$ cat config.mk
export PLATFORM = sky130hd
export DESIGN_NAME = tile_plotter
export DESIGN_NICKNAME = d
export VERILOG_FILES = /design/src/rtl/tile_plotter.sv
export SDC_FILE = /design/constraint.sdc
export NUM_CORES = 1
export LEC_CHECK = 0
export ABC_AREA = 0
export BUFFER_PORTS_ARGS = -buffer_cell sky130_fd_sc_hd__buf_2
export CORE_AREA = 2 2 62 64
export DETAILED_ROUTE_END_ITERATION = 10
export DIE_AREA = 0 0 64 66
export HOLD_SLACK_MARGIN = 0.08
export PLACE_DENSITY = 0.78
export SLEW_MARGIN = 10
export SYNTH_ARGS = -nofsm -noshare
export SYNTH_HDL_FRONTEND = slang
export SYNTH_SLANG_ARGS = --single-unit
$ cat constraint.sdc
create_clock -name clock -period 2.4 [get_ports clock]
set_clock_uncertainty 0.1 [all_clocks]
set_input_delay 0 -clock clock [delete_from_list [all_inputs] [get_ports clock]]
set_output_delay 0 -clock clock [all_outputs]
set_load 0.01 [all_outputs]
$ cat src/rtl/tile_plotter.sv
// tile_plotter: raster pixel writer for the 160x120 VGA adapter.
// Sweeps one game tile or the whole screen, one pixel per clock.
module tile_plotter #(
  parameter int          TILE_SIZE = 20,
  parameter int          SCREEN_W  = 160,
  parameter int          SCREEN_H  = 120,
  parameter logic [2:0]  BG_COLOUR = 3'b000
) (
  input  logic       clock,
  input  logic       resetn,
  input  logic       req_valid,
  output logic       req_ready,
  input  logic       req_clear,
  input  logic [1:0] req_tile,
  input  logic [2:0] req_colour,
  output logic [7:0] x,
  output logic [7:0] y,
  output logic [2:0] colour,
  output logic       plot,
  output logic       busy,
  output logic       done
);

  typedef enum logic [1:0] {
    S_IDLE,
    S_DRAW,
    S_CLEAR,
    S_DONE
  } state_t;

  localparam logic [7:0] TILE_LAST = 8'(TILE_SIZE - 1);
  localparam logic [7:0] W_LAST    = 8'(SCREEN_W - 1);
  localparam logic [7:0] H_LAST    = 8'(SCREEN_H - 1);

  state_t     r_state;
  state_t     w_next;
  logic       r_clear;
  logic [2:0] r_colour;
  logic [7:0] r_ox;
  logic [7:0] r_oy;
  logic [7:0] r_cx;
  logic [7:0] r_cy;

  logic       w_accept;
  logic       w_sweep;
  logic [7:0] w_last_x;
  logic [7:0] w_last_y;
  logic       w_x_end;
  logic       w_y_end;
  logic [7:0] w_ox;
  logic [7:0] w_oy;

  assign w_accept = req_valid & (r_state == S_IDLE);
  assign w_sweep  = (r_state == S_DRAW) | (r_state == S_CLEAR);
  assign w_last_x = r_clear ? W_LAST : TILE_LAST;
  assign w_last_y = r_clear ? H_LAST : TILE_LAST;
  assign w_x_end  = (r_cx == w_last_x);
  assign w_y_end  = (r_cy == w_last_y);

  // Tile index to screen origin; a clear sweeps from (0,0).
  always_comb begin
    w_ox = 8'd0;
    w_oy = 8'd0;
    if (!req_clear) begin
      unique case (req_tile)
        2'd0: begin w_ox = 8'd40;  w_oy = 8'd20; end
        2'd1: begin w_ox = 8'd100; w_oy = 8'd20; end
        2'd2: begin w_ox = 8'd40;  w_oy = 8'd70; end
        2'd3: begin w_ox = 8'd100; w_oy = 8'd70; end
        default: begin w_ox = 8'd0; w_oy = 8'd0; end
      endcase
    end
  end

  // State register.
  always_ff @(posedge clock or negedge resetn) begin
    if (!resetn) r_state <= S_IDLE;
    else         r_state <= w_next;
  end

  // Next-state logic: accept, sweep until the last pixel, one done cycle.
  always_comb begin
    w_next = r_state;
    unique case (r_state)
      S_IDLE: begin
        if (w_accept) w_next = req_clear ? S_CLEAR : S_DRAW;
      end
      S_DRAW, S_CLEAR: begin
        if (w_x_end && w_y_end) w_next = S_DONE;
      end
      S_DONE:  w_next = S_IDLE;
      default: w_next = S_IDLE;
    endcase
  end

  // Request latch and raster counters; counters park on the last pixel
  // so x/y keep showing it until the next request.
  always_ff @(posedge clock or negedge resetn) begin
    if (!resetn) begin
      r_clear  <= 1'b0;
      r_colour <= 3'b000;
      r_ox     <= 8'd0;
      r_oy     <= 8'd0;
      r_cx     <= 8'd0;
      r_cy     <= 8'd0;
    end else if (w_accept) begin
      r_clear  <= req_clear;
      r_colour <= req_clear ? BG_COLOUR : req_colour;
      r_ox     <= w_ox;
      r_oy     <= w_oy;
      r_cx     <= 8'd0;
      r_cy     <= 8'd0;
    end else if (w_sweep && !(w_x_end && w_y_end)) begin
      if (w_x_end) begin
        r_cx <= 8'd0;
        r_cy <= r_cy + 8'd1;
      end else begin
        r_cx <= r_cx + 8'd1;
      end
    end
  end

  // Outputs decoded from registers only.
  always_comb begin
    req_ready = (r_state == S_IDLE);
    busy      = w_sweep;
    plot      = w_sweep;
    done      = (r_state == S_DONE);
    x         = r_ox + r_cx;
    y         = r_oy + r_cy;
    colour    = r_colour;
  end

endmodule

# ---- Word-level counts from Yosys, hierarchy flattened
# Index checks and enable logic that the tools add are counted.
dict set report totals {
  in_bits 9
  elab_cells 54
  reg_bits 38
}
dict set report classes {
  eq_ne 10
  reduce_logical 14
  bitwise 2
  add_sub_neg 4
  n_mux 17
}
# cell n
set ops {}
lappend ops {{$mux W8} 9}
lappend ops {{$pmux W8 S2} 2}
lappend ops {{$add A8 B1 Y8 const B} 2}
lappend ops {{$add A8 B8 Y8} 2}
lappend ops {{$reduce_or A2 Y1} 5}
lappend ops {{$eq A2 B2 Y1 const B} 4}
lappend ops {{$eq A8 B7 Y1} 1}
lappend ops {{$eq A8 B8 Y1} 1}
lappend ops {{$mux W7} 1}
lappend ops {{$mux W2} 3}
lappend ops {{$pmux W2 S3} 1}
lappend ops {{$eq A2 B1 Y1 const B} 2}
lappend ops {{$logic_not A2 Y1} 2}
lappend ops {{$reduce_and A2 Y1} 2}
lappend ops {{$reduce_bool A2 Y1} 2}
lappend ops {{$mux W3} 1}
lappend ops {{$logic_and A1 B1 Y1} 2}
lappend ops {{$ne A2 B1 Y1 const B} 1}
lappend ops {{$ne A2 B2 Y1 const B} 1}
lappend ops {{$and A1 B1 Y1} 1}
lappend ops {{$logic_not A1 Y1} 1}
lappend ops {{$or A1 B1 Y1} 1}

# ---- Longest topological paths before layout
# Gate-level depths: netlist of the first run.
dict set report depth {
  ltp_word 7
  mapped_depth 8
  depth_no_buf 7
}

# ---- Least setup slack after synthesis of the first run
# No wires, ideal clock.
dict set report synth_path {
  path_type {flip-flop to flip-flop}
  start {reg r_state[0]}
  end {reg r_cy[3]}
  arrival_time_ns 2.018
  setup_time_ns 0.078
  slack_ns 0.204
  synth_period_minus_slack_ns 2.196
  stages_incl_launch_ff 8
  path_cell_list {dfrtp_1 -> inv_1 -> ha_1 -> clkbuf_1 -> inv_1 -> a211o_4 -> or4_1 -> a21oi_1}
}
dict set report synth_between {
  elab_chain_cells 5
  elab_cells_between_ends 10
  cone_classes {eq/ne (2); mux (1); bitwise (2); reduce/logical (5)}
}
# item line
set synth_rtl {}
lappend synth_rtl {{from (decl)} 35} ;# state_t r_state;
lappend synth_rtl {{from (signal assigned)} 78} ;# else r_state <= w_next;
lappend synth_rtl {{$eq A2 B1 Y1 / $eq A2 B2 Y1 (equally long branches)} 54} ;# assign w_sweep = (r_state == S_DRAW) | (r_state == S_CLEAR);
lappend synth_rtl {{$or A1 B1 Y1 (*)} 54}
lappend synth_rtl {{net busy} 20} ;# output logic busy,
lappend synth_rtl {{$logic_and A1 B1 Y1 (*)} 113} ;# end else if (w_sweep && !(w_x_end && w_y_end)) begin
lappend synth_rtl {{$reduce_bool A2 Y1 (no source line) (*)} -}
lappend synth_rtl {{$reduce_and A2 Y1 (no source line) (*)} -}
lappend synth_rtl {{to (signal assigned)} 116} ;# r_cy <= r_cy + 8'd1;
lappend synth_rtl {{to (decl)} 42} ;# logic [7:0] r_cy;
# The timed path passes the listed nets; every way through them passes the cells marked *.
# A chain may end at the register's enable or synchronous reset.

# ---- Final worst setup path of the first run
dict set report layout_path {
  start {reg r_cx[7]}
  end {reg r_cy[3]}
}
dict set report layout_between {
  elab_chain_cells 6
  elab_cells_between_ends 7
  cone_classes {eq/ne (1); reduce/logical (6)}
}
# item line
set layout_rtl {}
lappend layout_rtl {{from (decl)} 41} ;# logic [7:0] r_cx;
lappend layout_rtl {{from (signal assigned)} 118} ;# r_cx <= r_cx + 8'd1;
lappend layout_rtl {{$eq A8 B8 Y1 (*)} 57} ;# assign w_x_end = (r_cx == w_last_x);
lappend layout_rtl {{$logic_and A1 B1 Y1} 113}
lappend layout_rtl {{$logic_not A1 Y1} 113}
lappend layout_rtl {{$logic_and A1 B1 Y1} 113}
lappend layout_rtl {{$reduce_bool A2 Y1 (no source line)} -}
lappend layout_rtl {{$reduce_and A2 Y1 (no source line) (*)} -}
# Every way passes the cells marked *; elsewhere a longest branch is shown, timed or not.

==> results.toml, run 1 <==
[placed_design]
numPortBuffers = 31
detailed_place_hpwl_um = 2930
final_estimated_routing_congestion_in_global_placement = 0.800
placed_cells = 281

[drt]
antenna_left = 0
vias = 1706
routed_via_density = 5.71
routed_wirelength_um = 4220
remaining_drc_errors = 0
initialDrtViolationCount = 114
dr.pass1.iters = 4
routedWlPerCell_um = 14.1

[yosys]
synth.avg_cell_area_um2 = 9.32
number_of_synthesized_flops_with_an_enable_pin = 0
cells_after_synthesis = 209
synth-adder-area-share_pct = 10.4
cell_types_with_the_highest_counts_after_synthesis = "sky130_fd_sc_hd__nand2_1 (34), sky130_fd_sc_hd__dfrtp_1 (27), sky130_fd_sc_hd__ha_1 (13)"
synth_sequential_area_ratio_pct = 34.7
synth_flop_cell = "sky130_fd_sc_hd__dfrtp_1"
most_common_cell_in_the_synthesized_netlist = "sky130_fd_sc_hd__nand2_1"
dominant_combinational_cell_family_by_area_after_synthesis = "simple AND/OR/NAND/NOR gates"
synth_fp_nets = 233
yosys.area_share.xor_xnor_pct = 4.05
count_of_distinct_cell_types_in_the_synthesized_netlist = 50
ys_ff_latch = 27
synth.top_cell.area_share_pct = 34.7
yosys_warnings = 0
synth_area_in_compound_gates_pct = 20.4
ys_top_cells_by_area = "sky130_fd_sc_hd__dfrtp_1 (35%), sky130_fd_sc_hd__ha_1 (8.3%), sky130_fd_sc_hd__nand2_1 (6.6%), sky130_fd_sc_hd__o31ai_1 (2.7%), sky130_fd_sc_hd__xnor2_1 (2.7%)"
synth.area.mux_share_pct = 2.18
synth-async-reset-ratio_pct = 100
post-synth-top-area-cell = "sky130_fd_sc_hd__dfrtp_1"
synth-simple-area-share_pct = 20.7
mappedNetlistArea_um2 = 1950

[clocking]
number_of_sinks_driven_by_the_clock_tree = 27
clockBufferDepth = 2
cts_tree = "yes"
clkTransAtPathRegs_ns = 0.16
cts-buffers-inserted = 3
clock_latency_ns = 0.34
htreeDepth = 1
cts-resized-gates = 0
clockRootBuffer = "sky130_fd_sc_hd__clkbuf_4"

[cells_and_area]
drive_gt1_share_pct = 23.1
finalCoreUtilization_pct = 65.2
num-nets-final = 276
final_cells = 299
area_delta_synth_final_pct = 18.9
total_inserted_antenna_cells = 0

[critical_path]
setup.worst_path.class = "reg2reg"
crit_slowest_cell = "sky130_fd_sc_hd__or4_4"
timing.critical_path.from_type = "flip-flop"
maximum_single_stage_delay_on_the_critical_path_ns = 0.56
cp_cell_sequence = "or4_4 > a211o_4 > or4_1 > a21oi_1"
worst_path_maximum_fanout = 19
endpoint_kind = "flip-flop"
worstPathArrival_ns = 2.39
worst-endpoint-required_ns = 2.58

[sta]
fin_worst_hold_slack_ns = 0.0673
period_share_pct = 92.4
rsz0062_at_grt = "no"
post-route-min-period_ns = 2.22
finalHoldViolCount = 0
achievable-frequency_mhz = 451
timing_max_transition_violations_final = 0
timing.slew.headroom_pct = 54.9
setup_viol = 0
totalNegativeSetupSlack_ns = 0
tightest_slew_ns = 0.677

[global_routing]
grt_use_total_pct = 22.1
grt_pass1_vias = 1641
first_pass_grt_wire_length_um = 7320
grt_remaining_overflow = 0
largest_net_degree_at_the_start_of_global_routing = 28
grt_antenna_before_repair = 0

[floorplan]
die_w_um = 64
die_h_um = 66
start_util_pct = 54.9
number_of_placement_rows = 22
floorplan.core_area_um2 = 3550
floorplan.die_area_um2 = 4220
floorplan.io_pins = 32

[run]
max_cap_viol_count = 0

[power_and_ir_drop]
power-per-cell-area_nw_per_um2 = 831
leakage_nw = 1.10
peakVddDrop_uv = 791

[worst_hold_path]
timing.hold.worst.class = "in2async"

[status]
run_status = "completed"
-- path summary, 6_finish.rpt --
| kind | from | to | slack (ns) | depth (start not counted) |
|---|---|---|---|---|
| max reg2reg | r_cx[7] | r_cy[3] | 0.18 | 4 |
| min | resetn | r_oy[1] | 0.07 | 2 |
| min in group clock | req_tile[0] | r_ox[2] | 0.36 | 4 |
| min reg2reg | colour[2] | colour[2] | 0.40 | 2 |
| max in group asynchronous | resetn | r_ox[2] | 1.74 | 2 |
| max | r_cx[7] | r_cy[3] | 0.18 | 4 |
-- logic make-up after synthesis --
| family | after synthesis |
|---|---|
| AO/OA/AOI/OAI | 52 |
| XOR/XNOR | 9 |
| adder cells (fa/ha/maj) | 15 |
| buffers and inverters | 28 |
| flip-flops | 27 |
| multiplexers | 4 |
| AND/OR/NAND/NOR | 74 |
-- placed cells by master (no fill, tap or decap), drive strengths merged, types with 6 or more instances in the layout --
cell / count
a21oi: 12
buf: 41
dfrtp: 27
dlygate4sd3: 14
ha: 13
inv: 11
nand2: 34
o21ai: 10
o31ai: 8
or4: 7
xnor2: 6
-- state kept, by name, indices dropped and copies added (netlist names) --
| name | cells |
|---|---|
| r_cx | 8 |
| colour | 3 |
| r_oy | 2 |
| r_ox | 3 |
| r_state | 2 |
| r_clear | 1 |
| r_cy | 8 |
-- through the flow --
stage	cell area (um2)	worst slack, ns	power, mW
6_report	2320	0.183	1.93
5_1_grt	2320	0.0297	2.08
4_1_cts	2320	0.184	1.93
3_5_place_dp	2150	0.221	1.67
3_3_place_gp	2150	0.264	1.65
2_1_floorplan	1950	0.204	1.39
-- per-layer routing --
layer / part of all wire (%) / GRT usage (%) / up-vias
met5: 0 / 0 / -
met2: 47 / 36.1 / 55
li1: - / - / 842
met4: 1.2 / 7.34 / 0
met3: 4.7 / 2.21 / 5
met1: 47 / 30.7 / 804
-- cell type report --
type	instances	area, um2
fill	307	1230
multi-input combinational	154	1130
sequential	27	676
timing repair buffer	55	383
tap	48	60.1
inverter	11	41.3
clock buffer	3	22.5
clock inverter	1	7.51
-- timing repair --
item / 4_1_cts / 5_1_grt
hold buffers: 14 / 0
endpoints found under the hold margin: 38 / 0
buffers inserted: 0 / 0
-- critical path, delay by kind of cell (launching register included) --
family	cells	cell delay [ns]
and+or+nand+nor	2	1.04
DFF	1	0.41
AOI/OAI and AO/OA	2	0.61
-- power breakdown --
group | switching, mW | total (mW) | internal [mW] | leakage [nW]
logic | 0.596 | 1.05 | 0.457 | 0.729
registers | 0.0938 | 0.655 | 0.561 | 0.359
clock network | 0.153 | 0.217 | 0.0640 | 0.0139
total | 0.843 | 1.93 | 1.08 | 1.10
(Power assumes the default switching activity.)
==> inputs of run 2 (changes only) <==
--- a/config.mk
+++ b/config.mk
@@ -7,12 +7,12 @@
 export LEC_CHECK = 0
 export ABC_AREA = 0
 export BUFFER_PORTS_ARGS = -buffer_cell sky130_fd_sc_hd__buf_2
-export CORE_AREA = 2 2 62 64
+export CORE_AREA = 2 2 61 63
 export DETAILED_ROUTE_END_ITERATION = 10
-export DIE_AREA = 0 0 64 66
+export DIE_AREA = 0 0 63 65
 export HOLD_SLACK_MARGIN = 0.08
-export PLACE_DENSITY = 0.78
-export SLEW_MARGIN = 10
+export PLACE_DENSITY = 0.8
+export SLEW_MARGIN = 0
 export SYNTH_ARGS = -nofsm -noshare
 export SYNTH_HDL_FRONTEND = slang
 export SYNTH_SLANG_ARGS = --single-unit
==> constraint.sdc (replaced) <==
create_clock -name clock -period 2.75 [get_ports clock]
set_clock_uncertainty 0.1 [all_clocks]
set_input_delay 0 -clock clock [delete_from_list [all_inputs] [get_ports clock]]
set_output_delay 0 -clock clock [all_outputs]
set_load 0.01 [all_outputs]
==> run 2 against run 1 <==
Against the previous run:
- critical path depth stayed put
- total power fell by 14%
- worst hold slack got worse by 0.00077 ns
- routed wire length down 0.36%
- critical endpoint unchanged
- largest cell class unchanged
==> results.toml, run 2 (same netlist as run 1, synthesis figures left out) <==
[status]
run_status = "completed"

[cells_and_area]
drive_gt1_share_pct = 21.7
finalCoreUtilization_pct = 64.2
final_design_area_no_fill_um2 = 2250
multiInputGateArea_um2 = 1130
num-nets-final = 269
final_cells = 292
reg_top3 = "r_cx x8, r_cy x8"
total_inserted_antenna_cells = 0
n_fill_cell = 303
leading_cell_type_in_the_layout_fill_and_taps_excluded = "sky130_fd_sc_hd__nand2_1"
most-common-layout-cells = "sky130_fd_sc_hd__nand2_1 (34), sky130_fd_sc_hd__buf_2 (31), sky130_fd_sc_hd__dfrtp_1 (27)"
area_delta_synth_final_pct = 15.3
ff_latch_area_um2 = 676

[clocking]
htreeDepth = 1
number_of_sinks_driven_by_the_clock_tree = 27
clock_latency_ns = 0.34
cts_tree = "yes"
setup_bufs_post_cts = 0
clockBufferDepth = 2
clkTransAtPathRegs_ns = 0.16
cts-buffers-inserted = 3
clockRootBuffer = "sky130_fd_sc_hd__clkbuf_4"

[floorplan]
floorplan.die_area_um2 = 4100
die_h_um = 65
floorplan.io_pins = 32
floorplan.core_area_um2 = 3500
start_util_pct = 55.7
die_w_um = 63
number_of_placement_rows = 22

[critical_path]
worst_path_maximum_fanout = 19
maximum_single_stage_delay_on_the_critical_path_ns = 0.58
worst-endpoint-required_ns = 2.93
setup.worst_path.class = "reg2reg"
worstReg2RegStart = "r_cx[3]"
cp_cell_sequence = "or4_4 > a211o_4 > or4_1 > a21oi_1"
crit_slowest_cell = "sky130_fd_sc_hd__or4_4"
timing.critical_path.from_type = "flip-flop"
worst_setup_path_startpoint = "r_cx[3]"
worstPathArrival_ns = 2.53
endpoint_kind = "flip-flop"

[power_and_ir_drop]
power-per-cell-area_nw_per_um2 = 738
swShare_pct = 44.2
total_switching_power_mw = 0.733
leakage_nw = 1.06
post-layout-total-power_mw = 1.66
cellInternalPower_mw = 0.924
peakVddDrop_uv = 649
power.sequential.fraction_pct = 35.9
clock_power_share_pct = 11.3
power_frac_comb_pct = 52.9

[global_routing]
grt_use_total_pct = 22.7
grt_pass1_vias = 1584
first_pass_grt_wire_length_um = 7280
grt_antenna_before_repair = 0
grt_remaining_overflow = 0
largest_net_degree_at_the_start_of_global_routing = 28

[sta]
tightest_slew_ns = 0.653
totalNegativeSetupSlack_ns = 0
final.setup.worst_slack_ns = 0.395
post-route-min-period_ns = 2.35
finalHoldViolCount = 0
rsz0062_at_grt = "no"
timing.slew.headroom_pct = 56.4
timing_max_transition_violations_final = 0
achievable-frequency_mhz = 425
period_share_pct = 85.6
setup_viol = 0
fin_worst_hold_slack_ns = 0.0666

[placed_design]
final_estimated_routing_congestion_in_global_placement = 0.900
pre_cts_slack_ns = 0.439
numPortBuffers = 31
placed_cells = 276
detailed_place_hpwl_um = 2940
detailed_place.area_um2 = 2100

[drt]
routedWlPerCell_um = 14.4
antenna_left = 0
dr.pass1.iters = 4
remaining_drc_errors = 0
vias = 1688
initialDrtViolationCount = 81
routed_wirelength_um = 4200
routed_via_density = 5.78

[run]
max_cap_viol_count = 0

[worst_hold_path]
timing.hold.worst.class = "in2async"
==> run 2: changes by cell type in the layout (fill, tap and decap cells not counted) <==
cell,change
sky130_fd_sc_hd__buf_12,-1
sky130_fd_sc_hd__buf_4,-4
sky130_fd_sc_hd__dlygate4sd3_1,-2
==> run 2: per-layer routing <==
| layer | global-route usage, % | vias to the layer above | part of all wire, % |
|---|---|---|---|
| met4 | 8.33 | 0 | 1.8 |
| met1 | 31.4 | 793 | 46 |
| li1 | - | 828 | - |
| met5 | 0 | - | 0 |
| met3 | 3.13 | 7 | 5.1 |
| met2 | 36.4 | 60 | 47 |
==> run 2: what timing repair did <==
| item | CTS | global route |
|---|---|---|
| hold buffers | 12 | 0 |
| hold endpoints to repair | 38 | 0 |
| resized for setup | 0 | 0 |
==> run 2: path summary, 6_finish.rpt <==
check                           slack, ns    endpoint  cells after the start
worst max register to register       0.40     r_cy[3]                      4
worst max-delay path                 0.40     r_cy[3]                      4
min in group clock                   0.11  r_state[1]                      5
worst min register to register       0.40   colour[2]                      2
worst min-delay path                 0.07     r_oy[1]                      2
max in group asynchronous            2.10     r_ox[3]                      2
==> run 2: area by class of cell <==
cell class                      instances  area share, %
Multi-Input combinational cell        154           50.1
Sequential cell                        27           30.1
Timing Repair Buffer                   48           13.9
Tap cell                               48           2.67
Inverter                               11           1.84
Clock buffer                            3           1.00
Clock inverter                          1          0.334
==> run 2: power groups by stage <==
stage | Sequential, mW | Clock [mW] | Combinational [mW]
after global placement | 0.600 | 0 | 0.817
final | 0.594 | 0.187 | 0.876
after global routing | 0.611 | 0.203 | 0.982
after CTS | 0.593 | 0.192 | 0.871
after floorplan | 0.579 | 0 | 0.630
after detailed placement | 0.601 | 0 | 0.834
==> run 2: critical path: cells and delay by family, from the launching register on <==
kind	cells	cell delay, ns
AO/OA/AOI/OAI	2	0.60
flip-flops	1	0.52
AND/OR/NAND/NOR	2	1.07
